**src/rtl/spi_sample_tx.sv**
```systemverilog
// SPI slave transmitter: captures a processed sample on the sequencer's
// main_read strobe and shifts it MSB-first to the MCU.
// The MCU is the SPI master in mode 0.
// sck and cs_n are synchronised into clk before any edge detection.
module spi_sample_tx #(
  parameter int unsigned DATA_W      = 16,
  parameter int unsigned SYNC_STAGES = 2
) (
  input  logic              clk,
  input  logic              reset,
  input  logic              main_read,
  input  logic              tfr_ready,
  input  logic [DATA_W-1:0] sample_in,
  input  logic              sck,
  input  logic              cs_n,
  output logic              sdo,
  output logic              data_rdy,
  output logic              transmit,
  output logic              overrun
);

  localparam int unsigned CNT_W = $clog2(DATA_W + 1);
  localparam logic [CNT_W-1:0] LAST_BIT = CNT_W'(DATA_W - 1);

  localparam logic [1:0] ST_IDLE   = 2'd0;
  localparam logic [1:0] ST_LOADED = 2'd1;
  localparam logic [1:0] ST_SHIFT  = 2'd2;
  localparam logic [1:0] ST_DONE   = 2'd3;

  logic [SYNC_STAGES-1:0] sck_sync_q;
  logic [SYNC_STAGES-1:0] cs_sync_q;
  logic                   sck_hist_q;
  logic                   cs_hist_q;

  logic [1:0]        state_q,    state_d;
  logic [DATA_W-1:0] shreg_q,    shreg_d;
  logic [CNT_W-1:0]  bitcnt_q,   bitcnt_d;
  logic              sdo_q,      sdo_d;
  logic              transmit_q, transmit_d;
  logic              overrun_q,  overrun_d;

  logic sck_s, cs_s;
  logic sck_rise, sck_fall, cs_fall, cs_rise;

  // Pin synchronisers plus one history flop for edge detection
  always_ff @(posedge clk) begin
    if (reset) begin
      sck_sync_q <= '0;
      cs_sync_q  <= '1;
      sck_hist_q <= 1'b0;
      cs_hist_q  <= 1'b1;
    end else begin
      sck_sync_q <= {sck_sync_q[SYNC_STAGES-2:0], sck};
      cs_sync_q  <= {cs_sync_q[SYNC_STAGES-2:0], cs_n};
      sck_hist_q <= sck_sync_q[SYNC_STAGES-1];
      cs_hist_q  <= cs_sync_q[SYNC_STAGES-1];
    end
  end

  assign sck_s    = sck_sync_q[SYNC_STAGES-1];
  assign cs_s     = cs_sync_q[SYNC_STAGES-1];
  assign sck_rise = sck_s & ~sck_hist_q;
  assign sck_fall = ~sck_s & sck_hist_q;
  assign cs_fall  = ~cs_s & cs_hist_q;
  assign cs_rise  = cs_s & ~cs_hist_q;

  // Next-state, shift register, bit counter, sdo and overrun
  always_comb begin
    state_d   = state_q;
    shreg_d   = shreg_q;
    bitcnt_d  = bitcnt_q;
    overrun_d = overrun_q;
    sdo_d     = 1'b0;
    case (state_q)
      ST_IDLE: begin
        if (main_read) begin
          shreg_d  = sample_in;
          bitcnt_d = '0;
          state_d  = ST_LOADED;
        end
      end
      ST_LOADED: begin
        if (main_read) overrun_d = 1'b1;
        // An already-low cs_n does not start a frame; only a falling edge does
        if (cs_fall) begin
          state_d = ST_SHIFT;
          sdo_d   = shreg_q[DATA_W-1];
        end
      end
      ST_SHIFT: begin
        if (main_read) overrun_d = 1'b1;
        sdo_d = shreg_q[DATA_W-1];
        // A final rise coinciding with cs_rise completes the frame;
        // DONE then sees cs high and returns to IDLE.
        if (sck_rise) begin
          bitcnt_d = bitcnt_q + CNT_W'(1);
          if (bitcnt_q == LAST_BIT) state_d = ST_DONE;
        end else if (cs_rise) begin
          state_d  = ST_IDLE;
          shreg_d  = '0;
          bitcnt_d = '0;
          sdo_d    = 1'b0;
        end else if (sck_fall) begin
          shreg_d = {shreg_q[DATA_W-2:0], 1'b0};
        end
      end
      ST_DONE: begin
        if (main_read) begin
          shreg_d  = sample_in;
          bitcnt_d = '0;
          state_d  = ST_LOADED;
        end else if (cs_s) begin
          state_d = ST_IDLE;
        end
      end
      default: state_d = ST_IDLE;
    endcase
    transmit_d = (state_d == ST_LOADED) || (state_d == ST_SHIFT);
  end

  // State and output registers
  always_ff @(posedge clk) begin
    if (reset) begin
      state_q    <= ST_IDLE;
      shreg_q    <= '0;
      bitcnt_q   <= '0;
      sdo_q      <= 1'b0;
      transmit_q <= 1'b0;
      overrun_q  <= 1'b0;
    end else begin
      state_q    <= state_d;
      shreg_q    <= shreg_d;
      bitcnt_q   <= bitcnt_d;
      sdo_q      <= sdo_d;
      transmit_q <= transmit_d;
      overrun_q  <= overrun_d;
    end
  end

  assign sdo      = sdo_q;
  assign transmit = transmit_q;
  assign overrun  = overrun_q;
  assign data_rdy = tfr_ready && (state_q == ST_LOADED);

endmodule

```
**config.mk**
```make
export PLATFORM = sky130hd
export DESIGN_NAME = spi_sample_tx
export DESIGN_NICKNAME = d
export VERILOG_FILES = /design/src/rtl/spi_sample_tx.sv
export SDC_FILE = /design/constraint.sdc
export NUM_CORES = 1
export LEC_CHECK = 0
export ABC_AREA = 1
export CAP_MARGIN = 20
export CORE_MARGIN = 2
export CORE_UTILIZATION = 35
export DETAILED_ROUTE_END_ITERATION = 12
export PLACE_DENSITY = 0.64
export SYNTH_ARGS = -nofsm -noshare
export SYNTH_HDL_FRONTEND = slang
export SYNTH_SLANG_ARGS = --single-unit
```
**constraint.sdc**
```tcl
create_clock -name clk -period 2.2 [get_ports clk]
set_input_delay 0.44 -clock clk [delete_from_list [all_inputs] [get_ports clk]]
set_output_delay 0.44 -clock clk [all_outputs]
set_load 0.05 [all_outputs]
```
==> results of run 1 <==
## metal layers
layer / part of all wire (%) / GRT usage [%] / wire length [um]
met5: 0 / 0 / 0
met4: 1.7 / 5.45 / 53
met3: 3.6 / 3.70 / 112
met2: 45 / 21.7 / 1410
met1: 49 / 17.0 / 1540
## tightest hold or removal path: cells and delay by family, from the launching register on
family,cells,cell delay [ns]
DFF,1,0.30
buffers and inverters,1,0.04
and+or+nand+nor,1,0.03
## power groups by stage
stage	Combinational [mW]	Sequential [mW]	Clock (mW)
finish	0.346	0.668	0.471
global route	0.384	0.676	0.511
CTS	0.349	0.669	0.490
detailed placement	0.348	0.681	0
global placement	0.345	0.680	0
floorplan	0.250	0.687	0
## cell type report
type / instances / area, um2
Inverter: 36 / 138
Clock buffer: 6 / 82.6
Sequential cell: 32 / 641
Clock inverter: 2 / 10.0
Fill cell: 467 / 2590
Tap cell: 54 / 67.6
Timing Repair Buffer: 31 / 318
Multi-Input combinational cell: 139 / 842
## path summary, 6_finish.rpt
path,end,slack (ns)
max reg2reg,shreg_q[9]$_SDFFE_PP0P_,0.35
min,sck_sync_q[1]$_SDFF_PP0_,0.40
max,shreg_q[9]$_SDFFE_PP0P_,0.35
min reg2reg,sck_sync_q[1]$_SDFF_PP0_,0.40
## flip-flops by register name, indices dropped and copies added, names as in the netlist
name	cells
shreg_q	16
bitcnt_q	5
cs_sync_q	2
sck_sync_q	2
state_q	2
cs_hist_q	1
overrun	1
sck_hist_q	1
sdo	1
transmit	1
## cells in the mapped netlist
master / instances
o21ai_0: 5
a211oi_1: 1
or2_2: 2
nor2_1: 25
nand3_2: 1
nand2_2: 1
ha_1: 7
nor3b_2: 1
nor3_1: 2
a21oi_1: 21
nand2_1: 32
inv_1: 30
a21oi_2: 15
buf_2: 4
nor2_2: 1
a31o_2: 1
dfxtp_1: 32
inv_4: 1
buf_4: 1
buf_12: 1
xor2_1: 1
inv_2: 5
o21ai_2: 15
a21oi_4: 1
nand2_4: 2
nand4_1: 1
buf_8: 1
nand3_1: 4
## kinds of logic (layout without fill, tap and decap cells)
family | after synthesis | count (layout) | synth area share, %
and+or+nand+nor | 72 | 72 | 19.0
adders and majority gates | 7 | 7 | 5.20
DFF | 32 | 32 | 38.1
buffers and inverters | 43 | 75 | 11.9
AOI/OAI and AO/OA | 59 | 59 | 25.3
xor gates and xnor gates | 1 | 1 | 0.521
==> results.py, run 1 <==
metrics = {
    "floorplanning": {
        "die_y_um": 73.3,
        "dieArea_um2": 5380,
        "rows": 25,
        "die_w_um": 73.3,
        "core_um2": 4690,
        "start_util_pct": 35.9,
        "io_pins": 26,
    },
    "cells_and_area": {
        "diodes": 0,
        "layout.nets": 274,
        "fin_area_um2": 2100,
        "drive_gt1_share_pct": 24.8,
        "final_cells": 300,
        "area_growth_pct": 24.7,
        "fin_util_pct": 44.7,
        "layout_common_cells": "32 x nand2_1, 32 x dfxtp_1, 30 x inv_1, 25 x nor2_1, 24 x clkdlybuf4s50_1",
    },
    "yosys": {
        "netlist_area_um2": 1680,
        "yosys_warnings": 0,
        "ys_seq_elements": 32,
        "yosysTopAreaCell": "dfxtp_1",
        "syn_inst": 214,
        "synth.avg_cell_area_um2": 7.86,
        "synth_top_area_share_pct": 38.1,
        "synth.distinct_cells": 28,
        "syn_nets": 243,
        "ys_seq_area_share_pct": 38.1,
        "synth.area.top_cells": "dfxtp_1 38%, a21oi_2 7.8%, o21ai_2 7.8%",
    },
    "worst_setup_path": {
        "arrival_ns": 2.08,
        "critPathRequiredTime_ns": 2.42,
        "cpMaxStageDelayCell": "dfxtp_1",
        "path_max_fanout": 17,
        "endpoint_kind": "register",
        "cp_top_family": "buffers and inverters",
        "critPathBufInv": 4,
        "rr_worst_depth": 9,
        "regToRegStartpoint": "state_q[0]$_SDFF_PP0_",
        "path_class": "register to register",
        "critPathMaxStageDelay_ns": 0.43,
        "worst-path-stages": 9,
        "worstSetupStartpoint": "state_q[0]$_SDFF_PP0_",
        "worstPathCellList": "inv_1 > ha_1 > inv_2 > a21oi_4 > nand2_4 > inv_4 > buf_4 > o21ai_2 > a21oi_2",
        "worstSetupStartpointType": "register",
    },
    "timing": {
        "min_period_ns": 1.85,
        "hold_viol": 0,
        "max_freq_ghz": 0.539,
        "whs_ns": 0.401,
        "tns_ns": 0,
        "rsz0062_at_grt": "no",
        "skew_ns": 0.00547,
        "worst_pin_slew_ns": 0.493,
        "slew_headroom_pct": 67.0,
        "setup-violations-final": 0,
        "setup_ws_ns": 0.345,
        "period_share_pct": 84.3,
        "slew_violations": 0,
    },
    "placed_design": {
        "dp_cells": 292,
        "port_buffers": 25,
        "pre_cts_ws_ns": 0.235,
        "place.gp.congestion": 0.787,
        "place_hpwl_um": 2320,
        "placed_area_um2": 2010,
    },
    "drt": {
        "drtPass1Iterations": 4,
        "via_per_inst": 4.57,
        "post_drt_wl_per_cell_um": 10.4,
        "initialDrtViolationCount": 76,
        "post-route-drc-count": 0,
        "dr_total_vias": 1371,
        "ant_nets": 0,
        "drt-total-wl_um": 3110,
    },
    "pwr": {
        "clock_power_share_pct": 31.7,
        "finalPower_mw": 1.48,
        "p_int_mw": 1.03,
        "switching_share_pct": 30.4,
        "seq_power_share_pct": 45.0,
        "total_leakage_power_nw": 0.859,
        "p_comb_share_pct": 23.3,
        "vdd.ir_drop.worst_mv": 0.376,
        "p_sw_mw": 0.451,
        "power_density_nw_per_um2": 707,
    },
    "clocking": {
        "cts.sinks": 32,
        "cts_tree": "yes",
        "cts-hold-fix-buffers": 0,
        "cts_resized": 0,
        "clockBufferDepth": 2,
        "root_buffer": "clkbuf_8",
        "clk_pin_slew_ns": 0.07,
        "postCtsSetupBuffers": 0,
        "numCtsBuffers": 5,
        "clk-insertion-delay-late_ns": 0.28,
        "h-tree-depth": 2,
    },
    "run_status": {
        "status": "complete, no violations",
    },
    "global_routing": {
        "grt_antenna_before_repair": 0,
        "grt_max_degree": 18,
        "grt_pass1_wl_um": 5630,
        "grtUsageTotal_pct": 13.5,
        "grt_pass1_vias": 1298,
        "overflow": 0,
    },
    "run": {
        "maxCapViolations": 0,
    },
    "hold_path": {
        "hold_class": "register to register",
        "min_path_cells": 2,
        "min_from": "sck_sync_q[0]$_SDFF_PP0_",
    },
}
Power figures use the tool's default switching activity.
==> inputs of run 2 (changes only) <==
--- a/config.mk
+++ b/config.mk
@@ -10,7 +10,7 @@
 export CORE_MARGIN = 2
 export CORE_UTILIZATION = 35
 export DETAILED_ROUTE_END_ITERATION = 12
-export PLACE_DENSITY = 0.64
+export PLACE_DENSITY = 0.66
 export SYNTH_ARGS = -nofsm -noshare
 export SYNTH_HDL_FRONTEND = slang
 export SYNTH_SLANG_ARGS = --single-unit
==> constraint.sdc (replaced) <==
create_clock -name clk -period 1.5 [get_ports clk]
set_input_delay 0.3 -clock clk [delete_from_list [all_inputs] [get_ports clk]]
set_output_delay 0.3 -clock clk [all_outputs]
set_load 0.05 [all_outputs]
==> run 2 against run 1 <==
  * The flow now finishes with violations (negative setup slack)
  * Sequential cell count unchanged
  * Global-route usage up 0.91 points
  * Via count up 7.2%
  * Non-clock buffer count up 16
  * Total power up 56%
  * Sequential share of layout area down 4.1 points
  * Setup slack worse by 0.35 ns
  * Routed wire length up 21%
  * Sequential power up 49%
  * Clock-buffer cell count unchanged
  * Largest cell class unchanged
==> results.py, run 2 (synthesized netlist as in run 1, its figures left out) <==
metrics = {
    "hold_path": {
        "min_path_cells": 2,
        "min_to": "sck_sync_q[1]$_SDFF_PP0_",
        "min_from": "sck_sync_q[0]$_SDFF_PP0_",
        "hold_class": "register to register",
    },
    "run_status": {
        "status": "finished with violations",
        "violations": "negative setup slack",
    },
    "pwr": {
        "clock_power_share_pct": 27.5,
        "seq_power_share_pct": 42.8,
        "p_int_mw": 1.58,
        "p_comb_share_pct": 29.8,
        "p_sw_mw": 0.738,
        "switching_share_pct": 31.8,
        "power_density_nw_per_um2": 939,
        "total_leakage_power_nw": 0.991,
        "vdd.ir_drop.worst_mv": 0.566,
    },
    "clocking": {
        "clk-insertion-delay-late_ns": 0.29,
        "cts.sinks": 32,
        "numCtsBuffers": 5,
        "root_buffer": "clkbuf_8",
        "clk_pin_slew_ns": 0.07,
        "clockBufferDepth": 2,
        "cts_tree": "yes",
        "h-tree-depth": 2,
    },
    "drt": {
        "drtPass1Iterations": 4,
        "post-route-drc-count": 0,
        "dr_total_vias": 1470,
        "via_per_inst": 4.67,
        "drt-total-wl_um": 3770,
        "post_drt_wl_per_cell_um": 12.0,
        "ant_nets": 0,
        "initialDrtViolationCount": 70,
    },
    "cells_and_area": {
        "layout.nets": 290,
        "top_register": "shreg_q",
        "largest_reg_flops": 16,
        "fin_util_pct": 52.7,
        "area_growth_pct": 46.8,
        "diodes": 0,
        "layout_commonest_cell": "dfxtp_1",
        "reg_top3": "shreg_q x16, bitcnt_q x5",
        "layout_common_cells": "28 x dfxtp_1, 27 x nand2_1, 27 x inv_1, 23 x nor2_1",
        "drive_gt1_share_pct": 41.0,
        "fillers": 436,
    },
    "floorplanning": {
        "die_w_um": 73.3,
        "core_um2": 4690,
        "rows": 25,
        "io_pins": 26,
        "start_util_pct": 35.9,
        "dieArea_um2": 5380,
        "die_y_um": 73.3,
    },
    "timing": {
        "period_share_pct": 101,
        "rsz0062_at_grt": "yes",
        "min_period_ns": 1.51,
        "hold_viol": 0,
        "skew_ns": 0.00935,
        "worst_pin_slew_ns": 0.265,
        "setup_ws_ns": -0.00805,
        "slew_violations": 0,
        "slew_headroom_pct": 82.3,
        "tns_ns": -0.00805,
        "setup-violations-final": 1,
        "max_freq_ghz": 0.663,
    },
    "global_routing": {
        "grtUsageTotal_pct": 14.4,
        "grt_pass1_vias": 1358,
        "grt_pass1_wl_um": 5870,
        "grt_antenna_before_repair": 0,
        "overflow": 0,
        "grt_max_degree": 16,
    },
    "worst_setup_path": {
        "regToRegStartpoint": "state_q[0]$_SDFF_PP0_",
        "rr_worst_depth": 9,
        "endpoint_kind": "output pin",
        "arrival_ns": 1.21,
        "path_max_fanout": 5,
        "worstSetupStartpointType": "register",
        "ff2ff_setup_slack_ns": 0.01,
        "r2r-end": "bitcnt_q[3]$_SDFFE_PP0P_",
        "critPathRequiredTime_ns": 1.20,
        "path_class": "register to output pin",
    },
    "run": {
        "maxCapViolations": 0,
    },
    "placed_design": {
        "port_buffers": 25,
        "place_hpwl_um": 2470,
        "pre_cts_ws_ns": -0.121,
        "place.gp.congestion": 0.762,
    },
}
[run 2: cell types whose count changed in the layout (fill, tap and decap cells not counted), moves of 4 or more]
cell | previous run | this run
o21ai_4 | 0 | 6
nand2_2 | 1 | 6
o21ai_2 | 15 | 10
dfxtp_1 | 32 | 28
buf_4 | 5 | 15
nand2_1 | 32 | 27
buf_12 | 2 | 7
a21oi_1 | 21 | 15
a21oi_2 | 15 | 21
ha_1 | 7 | 2
[run 2: per-stage QoR]
step	total power, mW	area, um2	instances	hold slack [ns]
6_report	2.32	2470	315	0.405
5_1_grt	2.43	2470	315	0.416
4_1_cts	2.22	2250	308	0.403
3_5_place_dp	1.58	2140	300	0.394
3_3_place_gp	1.57	2140	300	0.393
2_1_floorplan	1.38	1700	214	0.388
[run 2: layer usage]
| layer | up-vias | share of wire (%) | global-route usage, % |
|---|---|---|---|
| met5 | - | 0 | 0 |
| met4 | 0 | 2.6 | 7.88 |
| met3 | 10 | 3.3 | 3.57 |
| met2 | 26 | 51 | 24.5 |
| met1 | 662 | 43 | 16.4 |
| li1 | 772 | - | - |
[run 2: worst max-delay path by stage]
| stage | depth (start not counted) | end | slack [ns] | from |
|---|---|---|---|---|
| 2_1_floorplan | 9 | bitcnt_q[3]$_SDFFE_PP0P_ | 0.002 | state_q[0]$_SDFF_PP0_ |
| 3_3_place_gp | 8 | bitcnt_q[3]$_SDFFE_PP0P_ | -0.09 | main_read |
| 3_5_place_dp | 8 | bitcnt_q[3]$_SDFFE_PP0P_ | -0.12 | main_read |
| 4_1_cts | 5 | data_rdy | -0.0008 | state_q[1]$_SDFF_PP0_ |
| 5_1_grt | 13 | transmit$_SDFF_PP0_ | -0.08 | bitcnt_q[0]$_SDFFE_PP0P_ |
| 6_report | 5 | data_rdy | -0.008 | state_q[1]$_SDFF_PP0_ |
[run 2: layout make-up]
class	instances	area (um2)	share of cell area, %
Multi-Input combinational cell	139	995	40.3
Sequential cell	32	653	26.4
Timing Repair Buffer	47	526	21.3
Inverter	36	153	6.18
Clock buffer	6	72.6	2.94
Tap cell	54	67.6	2.73
Clock inverter	1	5.00	0.203
[run 2: timing repair]
item / in CTS / in global routing
gates cloned: 0 / 1
pin swaps: 3 / 8
resized for setup: 13 / 35
setup endpoints to repair: 20 / 23
buffers inserted: 1 / 6
hold buffers: 0 / 0
[run 2: worst max-delay path: stages (launching register included)]
cell and delay, ns:
dfxtp_4 0.36, inv_4 0.08, ha_2 0.20, nand2_1 0.05, inv_1 0.09, buf_12 0.14
[run 2: power by group through the flow]
stage	Clock [mW]	Combinational [mW]	Sequential, mW
3_3_place_gp	0	0.573	0.999
2_1_floorplan	0	0.372	1.01
3_5_place_dp	0	0.580	1.00
4_1_cts	0.644	0.594	0.984
6_report	0.637	0.691	0.993
5_1_grt	0.677	0.751	1.00
==> inputs of run 3 (changes only) <==
==> constraint.sdc (replaced) <==
create_clock -name clk -period 1.5 [get_ports clk]
set_input_delay 0.225 -clock clk [delete_from_list [all_inputs] [get_ports clk]]
set_output_delay 0.225 -clock clk [all_outputs]
set_load 0.05 [all_outputs]
==> run 3 against run 2 <==
  * Hold slack gained 0.0060 ns
  * Sequential cell count is the same
  * Die area is the same
  * Critical path depth grew 6
  * Clock power grew 7.4%
  * First-iteration DRC count shrank 17%
  * The run still ends with negative setup slack left
  * Global-route usage shrank 0.68 points
  * Maximum frequency shrank 0.75%
  * Sequential share of layout area is essentially flat
  * Total power grew 2.2%
  * Critical path type is now register to register
  * Core utilization is essentially flat
  * Cell count grew 0.32%
==> results.py, run 3 (synthesized netlist as in run 1, its figures left out) <==
metrics = {
    "floorplanning": {
        "rows": 25,
        "dieArea_um2": 5380,
        "die_w_um": 73.3,
        "core_um2": 4690,
        "die_y_um": 73.3,
        "start_util_pct": 35.9,
        "io_pins": 26,
    },
    "cells_and_area": {
        "area_growth_pct": 46.8,
        "drive_gt1_share_pct": 40.1,
        "layout.nets": 290,
        "diodes": 0,
        "fin_util_pct": 52.6,
        "reg_top3": "shreg_q x16, bitcnt_q x5",
        "layout_common_cells": "27 x nand2_1, 27 x inv_1, 27 x dfxtp_1, 24 x nor2_1, 21 x clkdlybuf4s50_1",
        "largest_reg_flops": 16,
        "top_register": "shreg_q",
    },
    "timing": {
        "worst_pin_slew_ns": 0.339,
        "slew_headroom_pct": 77.2,
        "setup-violations-final": 9,
        "min_period_ns": 1.52,
        "hold_viol": 0,
        "skew_ns": 0.00350,
        "max_freq_ghz": 0.658,
        "rsz0062_at_grt": "yes",
        "slew_violations": 0,
        "setup_ws_ns": -0.0194,
        "period_share_pct": 101,
        "tns_ns": -0.115,
    },
    "drt": {
        "drt-total-wl_um": 3670,
        "post-route-drc-count": 0,
        "ant_nets": 0,
        "dr_total_vias": 1452,
        "via_per_inst": 4.59,
        "drtPass1Iterations": 4,
        "initialDrtViolationCount": 58,
        "post_drt_wl_per_cell_um": 11.6,
    },
    "clocking": {
        "cts-hold-fix-buffers": 0,
        "numCtsBuffers": 5,
        "cts.sinks": 32,
        "root_buffer": "clkbuf_8",
        "clk-insertion-delay-late_ns": 0.28,
        "h-tree-depth": 2,
        "clk_pin_slew_ns": 0.07,
        "clockBufferDepth": 2,
        "cts_tree": "yes",
    },
    "worst_setup_path": {
        "r2r-end": "shreg_q[3]$_SDFFE_PP0P_",
        "critPathMaxStageDelay_ns": 0.36,
        "endpoint_kind": "register",
        "critPathRequiredTime_ns": 1.68,
        "path_max_fanout": 7,
        "arrival_ns": 1.70,
        "ff2ff_setup_slack_ns": -0.02,
        "worstPathCellList": "inv_4 > buf_4 > ha_4 > nand3_2 > nand2_2 > nand2_2 > nand2_4 > inv_8 > buf_12 > o21ai_4 > a21oi_2",
        "path_class": "register to register",
        "path_common_cell": "nand2_2",
        "rr_worst_depth": 11,
        "cpMaxStageDelayCell": "dfxtp_4",
        "regToRegStartpoint": "state_q[0]$_SDFF_PP0_",
        "worstSetupStartpointType": "register",
    },
    "pwr": {
        "p_sw_mw": 0.731,
        "seq_power_share_pct": 41.9,
        "clock_power_share_pct": 28.9,
        "switching_share_pct": 30.8,
        "p_int_mw": 1.64,
        "p_comb_share_pct": 29.2,
        "total_leakage_power_nw": 1.00,
        "vdd.ir_drop.worst_mv": 0.618,
        "power_density_nw_per_um2": 960,
    },
    "placed_design": {
        "pre_cts_ws_ns": -0.101,
        "port_buffers": 25,
        "place.gp.congestion": 0.751,
        "place_hpwl_um": 2430,
    },
    "global_routing": {
        "grt_antenna_before_repair": 0,
        "grtUsageTotal_pct": 13.7,
        "grt_max_degree": 16,
        "grt_pass1_vias": 1328,
        "met2_usage_pct": 23.3,
        "grt_pass1_wl_um": 5650,
        "overflow": 0,
        "busiest_layer": "met2",
        "grt_use_met3_pct": 4.12,
        "grt_util_met1_pct": 16.1,
    },
    "run_status": {
        "status": "finished with violations",
        "violations": "negative setup slack",
    },
    "hold_path": {
        "min_from": "sck_sync_q[0]$_SDFF_PP0_",
        "hold_class": "register to register",
        "min_path_cells": 2,
        "min_to": "sck_sync_q[1]$_SDFF_PP0_",
    },
    "run": {
        "maxCapViolations": 0,
    },
}
==> run 3: changes by cell type in the layout (fill, tap and decap cells not counted), sizes merged <==
cell | previous run | this run
clkinv | 1 | 2
buf | 25 | 24
clkbuf | 7 | 8
==> run 3: timing repair <==
action	in CTS	in global routing
resized for setup	6	38
endpoints found under the hold margin	0	0
gates cloned	0	2
endpoints found under the setup margin	7	24
pin swaps	2	13
buffers inserted	1	5
==> run 3: metrics by stage <==
stage,hold slack [ns],cells,total power [mW],instance area [um2]
2_1_floorplan,0.329,214,1.38,1700
3_3_place_gp,0.391,300,1.57,2110
3_5_place_dp,0.400,300,1.58,2110
4_1_cts,0.409,309,2.26,2220
5_1_grt,0.425,316,2.49,2470
6_report,0.411,316,2.37,2470
==> run 3: worst max path at each step <==
stage | startpoint | end | cells past startpoint
floorplan | state_q[0]$_SDFF_PP0_ | bitcnt_q[3]$_SDFFE_PP0P_ | 9
detailed placement | main_read | bitcnt_q[3]$_SDFFE_PP0P_ | 8
global placement | main_read | bitcnt_q[3]$_SDFFE_PP0P_ | 8
global route | state_q[1]$_SDFF_PP0_ | bitcnt_q[3]$_SDFFE_PP0P_ | 9
CTS | state_q[1]$_SDFF_PP0_ | bitcnt_q[3]$_SDFFE_PP0P_ | 9
finish | state_q[0]$_SDFF_PP0_ | shreg_q[3]$_SDFFE_PP0P_ | 11
==> run 3: critical path: cells and delay by family (launching register included) <==
| kind | cells | cell delay (ns) |
|---|---|---|
| AO/OA/AOI/OAI | 2 | 0.16 |
| adder cells (fa/ha/maj) | 1 | 0.14 |
| buffers and inverters | 4 | 0.39 |
| flip-flops | 1 | 0.36 |
| AND/OR/NAND/NOR | 4 | 0.36 |
==> run 3: power by group through the flow <==
stage | Sequential (mW) | Clock (mW) | Combinational (mW)
2_1_floorplan | 1.01 | 0 | 0.372
6_report | 0.994 | 0.684 | 0.693
3_5_place_dp | 0.999 | 0 | 0.577
4_1_cts | 0.981 | 0.698 | 0.581
3_3_place_gp | 0.997 | 0 | 0.573
5_1_grt | 1.00 | 0.739 | 0.752
==> run 3: cell type report <==
cell class,instances,area (um2)
Sequential cell,32,652
Timing Repair Buffer,47,510
Clock inverter,2,10.0
Tap cell,54,67.6
Fill cell,451,2220
Multi-Input combinational cell,139,992
Inverter,36,155
Clock buffer,6,82.6
==> run 3: layer usage <==
metal | routed length [um] | up-vias
li1 | - | 775
met1 | 1660 | 649
met2 | 1840 | 23
met3 | 122 | 5
met4 | 41 | 0
met5 | 0 | -
